### config.mk
export PLATFORM = sky130hd
export DESIGN_NAME = bounce_counter_flat
export DESIGN_NICKNAME = d
export VERILOG_FILES = /design/src/rtl/bounce_counter_if.sv /design/src/rtl/bounce_counter.sv /design/src/flat_wrapper.sv
export SDC_FILE = /design/constraint.sdc
export NUM_CORES = 1
export LEC_CHECK = 0
export ABC_AREA = 1
export BUFFER_PORTS_ARGS = -buffer_cell sky130_fd_sc_hd__buf_2
export CORE_MARGIN = 2
export CORE_UTILIZATION = 42
export DETAILED_ROUTE_END_ITERATION = 7
export PLACE_DENSITY = 0.65
export SYNTH_ARGS = -nofsm -noshare
export SYNTH_HDL_FRONTEND = slang
export SYNTH_SLANG_ARGS = --single-unit
export TNS_END_PERCENT = 50
### constraint.sdc
create_clock -name clock -period 2.69 [get_ports clock]
set_input_delay 0.269 -clock clock [delete_from_list [all_inputs] [get_ports clock]]
set_output_delay 0.269 -clock clock [all_outputs]
set_load 0.01 [all_outputs]
### src/rtl/bounce_counter_if.sv
// rtl/bounce_counter_if.sv - control/status bundle for bounce_counter
//
// Groups the counter's control inputs and status outputs.
//   master (driver side): enable, mode, lo, hi, load, load_val -> ; <- out, dir, turn, wrap, cfg_err
//   slave  (counter side): the reverse directions
// Parameter WIDTH must match the WIDTH of the counter it connects to.
interface bounce_counter_if #(
    parameter int WIDTH = 4
) ();
    logic             enable;
    logic [1:0]       mode;
    logic [WIDTH-1:0] lo;
    logic [WIDTH-1:0] hi;
    logic             load;
    logic [WIDTH-1:0] load_val;
    logic [WIDTH-1:0] out;
    logic             dir;
    logic             turn;
    logic             wrap;
    logic             cfg_err;

    modport master (
        output enable, mode, lo, hi, load, load_val,
        input  out, dir, turn, wrap, cfg_err
    );

    modport slave (
        input  enable, mode, lo, hi, load, load_val,
        output out, dir, turn, wrap, cfg_err
    );
endinterface

### src/rtl/bounce_counter.sv
// rtl/bounce_counter.sv - up/down/bounce counter with run-time bounds
//
// Counts between lo and hi (inclusive) in bounce, wrap-up or wrap-down mode.
// Ports:
//   clock  - rising-edge clock
//   reset  - asynchronous, active-high
//   bus    - bounce_counter_if.slave:
//            enable, mode (00 bounce, 01 wrap-up, 10 wrap-down, 11 hold),
//            lo, hi, load, load_val in; out, dir, turn, wrap (registered),
//            cfg_err (combinational, lo >= hi) out
// Optional feature: define BOUNCE_CNT_PRESCALE_EN to step only once every
// PRESCALE enabled cycles; otherwise every enabled cycle is a step.
module bounce_counter #(
    parameter int WIDTH    = 4,
    parameter int PRESCALE = 1
) (
    input  logic               clock,
    input  logic               reset,
    bounce_counter_if.slave    bus
);
    typedef logic [WIDTH-1:0] cnt_t;

    localparam logic [1:0] MODE_BOUNCE    = 2'b00;
    localparam logic [1:0] MODE_WRAP_UP   = 2'b01;
    localparam logic [1:0] MODE_WRAP_DOWN = 2'b10;
    localparam logic [1:0] MODE_HOLD      = 2'b11;

    cnt_t out_q, out_d;
    logic dir_q, dir_d;
    logic turn_q, turn_d;
    logic wrap_q, wrap_d;

    logic tick;
    logic cfg_err;
    logic bounce_down;
    cnt_t out_inc;
    cnt_t out_dec;

    assign cfg_err = (bus.lo >= bus.hi);
    assign out_inc = out_q + cnt_t'(1);
    assign out_dec = out_q - cnt_t'(1);

`ifdef BOUNCE_CNT_PRESCALE_EN
    localparam int PS_W = (PRESCALE > 1) ? $clog2(PRESCALE) : 1;
    localparam logic [PS_W-1:0] PS_LAST = PS_W'(PRESCALE - 1);

    logic [PS_W-1:0] ps_q, ps_d;

    // Prescaler counts enabled cycles independent of mode; load restarts it.
    always_comb begin
        tick = bus.enable && (ps_q == PS_LAST);
        ps_d = ps_q;
        if (bus.load) begin
            ps_d = '0;
        end else if (bus.enable) begin
            ps_d = tick ? '0 : ps_q + PS_W'(1);
        end
    end

    always_ff @(posedge clock or posedge reset) begin
        if (reset) begin
            ps_q <= '0;
        end else begin
            ps_q <= ps_d;
        end
    end
`else
    logic unused_prescale;
    assign unused_prescale = (PRESCALE > 0);

    always_comb begin
        tick = bus.enable;
    end
`endif

    always_comb begin
        out_d       = out_q;
        dir_d       = dir_q;
        turn_d      = 1'b0;
        wrap_d      = 1'b0;
        bounce_down = dir_q;

        if (bus.load) begin
            if (bus.load_val < bus.lo) begin
                out_d = bus.lo;
            end else if (bus.load_val > bus.hi) begin
                out_d = bus.hi;
            end else begin
                out_d = bus.load_val;
            end
            dir_d = (bus.mode == MODE_WRAP_DOWN);
        end else if (cfg_err) begin
            out_d = bus.lo;
            dir_d = 1'b0;
        end else if (tick && (bus.mode != MODE_HOLD)) begin
            if ((out_q < bus.lo) || (out_q > bus.hi)) begin
                // Re-enter the window at the bound the mode starts from.
                out_d = (bus.mode == MODE_WRAP_DOWN) ? bus.hi : bus.lo;
                dir_d = (bus.mode == MODE_WRAP_DOWN);
            end else begin
                case (bus.mode)
                    MODE_BOUNCE: begin
                        // Already sitting on the bound we are heading for
                        // (after a load or mode change): reflect off it instead
                        // of stepping past it.
                        if (!dir_q && (out_q == bus.hi)) begin
                            bounce_down = 1'b1;
                        end else if (dir_q && (out_q == bus.lo)) begin
                            bounce_down = 1'b0;
                        end
                        if (bounce_down) begin
                            out_d = out_dec;
                            dir_d = 1'b1;
                            if (out_dec == bus.lo) begin
                                dir_d  = 1'b0;
                                turn_d = 1'b1;
                            end
                        end else begin
                            out_d = out_inc;
                            dir_d = 1'b0;
                            if (out_inc == bus.hi) begin
                                dir_d  = 1'b1;
                                turn_d = 1'b1;
                            end
                        end
                    end
                    MODE_WRAP_UP: begin
                        dir_d = 1'b0;
                        if (out_q == bus.hi) begin
                            out_d  = bus.lo;
                            wrap_d = 1'b1;
                        end else begin
                            out_d = out_inc;
                        end
                    end
                    MODE_WRAP_DOWN: begin
                        dir_d = 1'b1;
                        if (out_q == bus.lo) begin
                            out_d  = bus.hi;
                            wrap_d = 1'b1;
                        end else begin
                            out_d = out_dec;
                        end
                    end
                    default: begin
                        out_d = out_q;
                    end
                endcase
            end
        end
    end

    always_ff @(posedge clock or posedge reset) begin
        if (reset) begin
            out_q  <= '0;
            dir_q  <= 1'b0;
            turn_q <= 1'b0;
            wrap_q <= 1'b0;
        end else begin
            out_q  <= out_d;
            dir_q  <= dir_d;
            turn_q <= turn_d;
            wrap_q <= wrap_d;
        end
    end

    assign bus.out     = out_q;
    assign bus.dir     = dir_q;
    assign bus.turn    = turn_q;
    assign bus.wrap    = wrap_q;
    assign bus.cfg_err = cfg_err;
endmodule

### src/flat_wrapper.sv
// flat-port wrapper written by rule: the top's interface ports become plain ports
module bounce_counter_flat 
#(
    parameter int WIDTH    = 4,
    parameter int PRESCALE = 1
)
  (clock, reset, bus_enable, bus_mode, bus_lo, bus_hi, bus_load, bus_load_val, bus_out, bus_dir, bus_turn, bus_wrap, bus_cfg_err);
  bounce_counter_if #(.WIDTH(WIDTH)) bus_i ();
  input  logic clock;
  input  logic reset;
  input wire logic [$bits(bus_i.enable)-1:0] bus_enable;
  input wire logic [$bits(bus_i.mode)-1:0] bus_mode;
  input wire logic [$bits(bus_i.lo)-1:0] bus_lo;
  input wire logic [$bits(bus_i.hi)-1:0] bus_hi;
  input wire logic [$bits(bus_i.load)-1:0] bus_load;
  input wire logic [$bits(bus_i.load_val)-1:0] bus_load_val;
  output wire logic [$bits(bus_i.out)-1:0] bus_out;
  output wire logic [$bits(bus_i.dir)-1:0] bus_dir;
  output wire logic [$bits(bus_i.turn)-1:0] bus_turn;
  output wire logic [$bits(bus_i.wrap)-1:0] bus_wrap;
  output wire logic [$bits(bus_i.cfg_err)-1:0] bus_cfg_err;
  assign bus_i.enable = bus_enable;
  assign bus_i.mode = bus_mode;
  assign bus_i.lo = bus_lo;
  assign bus_i.hi = bus_hi;
  assign bus_i.load = bus_load;
  assign bus_i.load_val = bus_load_val;
  assign bus_out = bus_i.out;
  assign bus_dir = bus_i.dir;
  assign bus_turn = bus_i.turn;
  assign bus_wrap = bus_i.wrap;
  assign bus_cfg_err = bus_i.cfg_err;
  bounce_counter #(.WIDTH(WIDTH), .PRESCALE(PRESCALE)) u_core (.clock(clock), .reset(reset), .bus(bus_i));
endmodule
## After elaboration in Yosys (flattened, before gate mapping)

Index checks and enable logic that the tools add are counted.

- $lt $le $gt $ge: 5
- Bitwise operators: 0
- Equal/unequal tests: 7
- Shift-type cells: 0
- Multipliers: 0
- $add $sub $neg: 2
- Muxes and demuxes: 40
- Div/mod/pow operators: 0
- Reduce and logical (&&, ||, !) cells: 9

Operators by type and width:

| cell | number |
|---|---|
| $mux 4 | 10 |
| $mux 1 | 27 |
| $eq 4x4->1 | 4 |
| $pmux 4 s3 | 1 |
| $gt 4x4->1 | 2 |
| $lt 4x4->1 | 2 |
| $reduce_bool 6->1 | 1 |
| $add 4x1->4 const B | 1 |
| $ge 4x4->1 | 1 |
| $sub 4x1->4 const B | 1 |
| $logic_and 1x1->1 | 3 |
| $pmux 1 s3 | 1 |
| $reduce_bool 3->1 | 1 |
| $eq 2x1->1 const B | 1 |
| $eq 2x2->1 const B | 1 |
| $logic_not 2->1 | 1 |
| $ne 2x2->1 const B | 1 |
| $pmux 1 s2 | 1 |
| $reduce_and 2->1 | 1 |
| $logic_not 1->1 | 1 |
| $logic_or 1x1->1 | 1 |

- Memories: 0
- Bits in writable memories: 0
- Flip-flop bits (word level): 7
- Bits of input ports: 18
- Bits in latches: 0
- Memory bits (read-only): 0
- Output and inout bits: 8

## Logic depth before layout (Yosys ltp)

- Depth in word-level cells: 15
- Depth in mapped cells: 16

## Least setup slack after synthesis

Ideal clock, no wire load.

- Path type: register to register
- Start: register u_core.out_q[0] (netlist: u_core.bus.out[0])
- End: register u_core.dir_q (netlist: u_core.bus.dir)
- Required time: 2.574 ns
- Period minus slack after synthesis: 1.888 ns
- Setup time: 0.116 ns
- Path buffers: 0
- Slack: 0.802 ns
- Cell stages (with the launch flop): 15
- Arrival time: 1.771 ns
- Path through: dfrtp_1 > inv_1 > ha_1 > nand2_4 > nor2_8 > inv_2 > nand2_2 > nand2_4 > inv_4 > nand3_4 > nand2_4 > inv_2 > o21a_1 > nand2_1 > nand2_1

- Cells in the longest elaborated chain, start to end: 15

Ends and longest elaborated chain:

| element | line | source |
|---|---|---|
| from (decl) | bounce_counter.sv:28 | `cnt_t out_q, out_d;` |
| from (signal assigned) | bounce_counter.sv:160 | `out_q <= out_d;` |
| $eq 4x4->1 | bounce_counter.sv:108 | `end else if (dir_q && (out_q == bus.lo)) begin` |
| $logic_and 1x1->1 | bounce_counter.sv:108 |  |
| $mux 1 | bounce_counter.sv:108 |  |
| $mux 1 | bounce_counter.sv:106 | `if (!dir_q && (out_q == bus.hi)) begin` |
| $mux 1 | bounce_counter.sv:101 | `case (bus.mode)` |
| $mux 1 | bounce_counter.sv:96 | `if ((out_q < bus.lo) \|\| (out_q > bus.hi)) begin` |
| $mux 1 | bounce_counter.sv:95 | `end else if (tick && (bus.mode != MODE_HOLD)) begin` |
| $mux 1 | bounce_counter.sv:92 | `end else if (cfg_err) begin` |
| $mux 1 | bounce_counter.sv:83 | `if (bus.load) begin` |
| $mux 1 | bounce_counter.sv:111 | `if (bounce_down) begin` |
| $pmux 1 s3 | bounce_counter.sv:101 |  |
| $mux 1 | bounce_counter.sv:96 |  |
| $mux 1 | bounce_counter.sv:95 |  |
| $mux 1 | bounce_counter.sv:92 |  |
| $mux 1 | bounce_counter.sv:83 |  |
| to (signal assigned) | bounce_counter.sv:161 | `dir_q <= dir_d;` |
| to (decl) | bounce_counter.sv:29 | `logic dir_q, dir_d;` |

Several ways; a longest one is shown, not always the timed one. The select of a mux whose other input is x is not followed.
A chain may end at the register's enable or synchronous reset.

## Worst setup path in the final report

- Start: register u_core.out_q[0] (netlist: u_core.bus.out[0])
- End: register u_core.out_q[1] (netlist: u_core.bus.out[1])

- Cells in the longest elaborated chain, start to end: 15

Ends and longest elaborated chain:

| element | line |
|---|---|
| $eq 4x4->1 | bounce_counter.sv:108, bounce_counter.sv:138 |
| $logic_and 1x1->1 | bounce_counter.sv:108 |
| $mux 1 | bounce_counter.sv:108 |
| $mux 1 | bounce_counter.sv:106 |
| $mux 1 | bounce_counter.sv:101 |
| $mux 1 | bounce_counter.sv:96 |
| $mux 1 | bounce_counter.sv:95 |
| $mux 1 | bounce_counter.sv:92 |
| $mux 1 | bounce_counter.sv:83 |
| $mux 4 | bounce_counter.sv:111 |
| $pmux 4 s3 | bounce_counter.sv:101 |
| $mux 4 | bounce_counter.sv:96 |
| $mux 4 | bounce_counter.sv:95 |
| $mux 4 | bounce_counter.sv:92 |
| $mux 4 | bounce_counter.sv:83 |

Several ways; a longest one is shown, not always the timed one. The select of a mux whose other input is x is not followed.

==> impl_metrics.tcl <==
set metrics [dict create \
    syn_avg_cell_area_um2 6.02 \
    crit_type "reg2reg" \
    finalSetupViolations 0 \
    tightest_slew_ps 459 \
    syn_inst 267 \
    cts.sink_count 7 \
    drcViolationCount 0 \
    hold_violations 0 \
    reg2reg_setup_slack_ps 550 \
    cp_data_arrival_time_ps 2240 \
    fin_skew_ps 3.35 \
    fin_ws_ps 554 \
    die_w_um 65.9 \
    worstReg2RegStart "u_core.bus.out[0]" \
    critPathRequiredTime_ps 2790 \
    cts_root_buffer "clkbuf_8" \
    synth_edf_count 0 \
    syn-cell-area_mm2 0.00161 \
    ys_ff_latch 7 \
    status "finished clean" \
    grt_pass1_vias 1690 \
    htree_levels 1 \
    clockBufferDepth 2 \
    syn_nets 310 \
    firstDrtPassIters 4 \
    core_mm2 0.00366 \
    wl_mm 4.64 \
    io_pins 26 \
    antenna_found_initial 0 \
    vdd_ir_drop_max_mv 0.184 \
    n_antenna_cell 0 \
    dpl_cell_area_mm2 0.00178 \
    synth_ff_type "dfrtp_1" \
    cp-start-kind "flop" \
    yosysWarnings 0 \
    cts_resized 0 \
    cts_buffers 3 \
    period_needed_ps 2140 \
    clock_latency_ps 230 \
    initial_core_util_pct 43.9 \
    postRouteAntennaNets 0 \
    fp.dieH_um 65.9 \
    min_to "u_core.bus.turn" \
    cts_tree "done" \
    rsz0062_at_grt "no" \
    p_per_area_mw_per_mm2 586 \
    cp_max_fo 7 \
    via_per_inst 5.20 \
    routabilityCongestion 0.889 \
    critPathCaptureType "flop" \
    power_leakage_nw 1.06 \
    hpwl_mm 3.81 \
    finalSetupTns_ps 0 \
    groute.usage.overall_pct 24.0 \
    grt_pass1_wl_mm 8.05 \
    cap_viol_max_count 0 \
    synth_cell_type_count 30 \
    grt_remaining_overflow 0 \
    portBuffers 25 \
    hold_path_class "in2reg" \
    relSlewSlack_pct 69.4 \
    dieArea_mm2 0.00434 \
    place_ws_ps 582 \
    grt_max_degree 14 \
    max_freq_mhz 468 \
    min_from "bus_enable" \
    report.final.slew_viol_count 0 \
    hold_depth 5 \
    num_rows 22 \
    reg2reg_depth 13 \
    wl_per_cell_um 13.5 \
    drive_gt1_share_pct 15.3 \
    period_share_pct 79.4 \
    synth_seq_area_share_pct 10.9 \
    num-nets-final 339 \
    design_area_mm2 0.00184 \
    vias 1784 \
    clk_pin_slew_ps 40 \
    syn2layout_area_growth_pct 14.3 \
    drtIter0Drc 93 \
    power.total_mw 1.08 \
    r2r-end "u_core.bus.out[1]" \
    synthArstFlopShare_pct 100 \
]
==> synth_stat cells, drive strengths merged, types with 2 or more instances <==
| cell type | count | area share, % |
|---|---|---|
| nand2 | 88 | 22 |
| nand4 | 5 | 1.9 |
| nor3 | 2 | 0.62 |
| inv | 43 | 10 |
| o21ai | 18 | 6.1 |
| nand3 | 29 | 9.8 |
| dfrtp | 7 | 11 |
| buf | 4 | 1.6 |
| a21oi | 21 | 6.5 |
| ha | 25 | 19 |
| nor2 | 15 | 5.4 |
| xor2 | 2 | 1.1 |
| xnor2 | 2 | 1.6 |
==> routing by layer <==
metal	part of all wire [%]	wire, um	global-route usage (%)
met1	46	2140	33.2
met2	45	2080	38.1
met3	5.8	270	2.56
met4	3.3	155	9.11
met5	0	0	0
==> flip-flops by register name, summed over array words and instances (netlist names) <==
name	count
u_core.bus.dir	1
u_core.bus.turn	1
u_core.bus.out	4
u_core.bus.wrap	1
==> cell type report <==
cell class	count	area, um2
clock buffer	4	45.0
tap	48	60.1
multi-input combinational	213	1240
fill	425	1820
timing repair buffer	28	150
sequential	7	175
inverter	43	164
==> critical path, stage by stage, from the launching register on <==
cell and delay (ps):
dfrtp_1 430, inv_1 170, ha_1 390, nand2_4 80, nor2_8 140, inv_2 70
nand2_2 80, nand2_4 90, inv_4 110, nand3_4 70, nand2_4 100, inv_2 70
nor2_1 130, a21oi_1 80
==> placed cells by master, fill, tap and decap left out, types with 5 or more instances in the layout <==
master and n:
nand2_1 83, inv_1 40, nand3_1 28, ha_1 25
buf_2 25, a21oi_1 21, o21ai_0 15, nor2_1 12
dfrtp_1 7, nand4_1 5
==> worst max path at each step <==
| stage | slack, ps | endpoint | start |
|---|---|---|---|
| after floorplan | 800 | u_core.bus.dir | u_core.bus.out[0] |
| after global placement | 490 | u_core.bus.out[1] | u_core.bus.out[0] |
| after detailed placement | 580 | u_core.bus.out[1] | u_core.bus.out[0] |
| after CTS | 570 | u_core.bus.out[1] | u_core.bus.out[0] |
| after global routing | 350 | u_core.bus.out[3] | u_core.bus.out[0] |
| final | 550 | u_core.bus.out[1] | u_core.bus.out[0] |
==> through the flow <==
| step | utilization (%) | instances | hold WS, ps |
|---|---|---|---|
| global placement | 48.7 | 338 | 201 |
| detailed placement | 48.7 | 338 | 209 |
| floorplan | - | 267 | 72.4 |
| finish | 50.2 | 343 | 443 |
| CTS | 50.2 | 343 | 439 |
| global route | 50.2 | 343 | 476 |
==> kinds of logic (layout without fill, tap and decap cells) <==
logic type | after synthesis | count (layout) | synth area share [%]
xor+xnor | 4 | 4 | 2.65
simple gates | 140 | 140 | 40.5
fa+ha+maj | 25 | 25 | 19.5
buf+inv | 47 | 75 | 11.8
flops | 7 | 7 | 10.9
compound gates | 44 | 44 | 14.8
==> power by group <==
group	internal, mW	switching (mW)	total (mW)	leakage, nW
Clock	0.102	0.0445	0.147	0.0228
Sequential	0.125	0.0505	0.176	0.0881
Combinational	0.272	0.482	0.754	0.945
Total	0.500	0.577	1.08	1.06
==> timing repair <==
action / CTS / global route
hold buffers: 1 / 0
buffers inserted: 0 / 0
endpoints found under the hold margin: 7 / 0
Power figures use the tool's default switching activity.
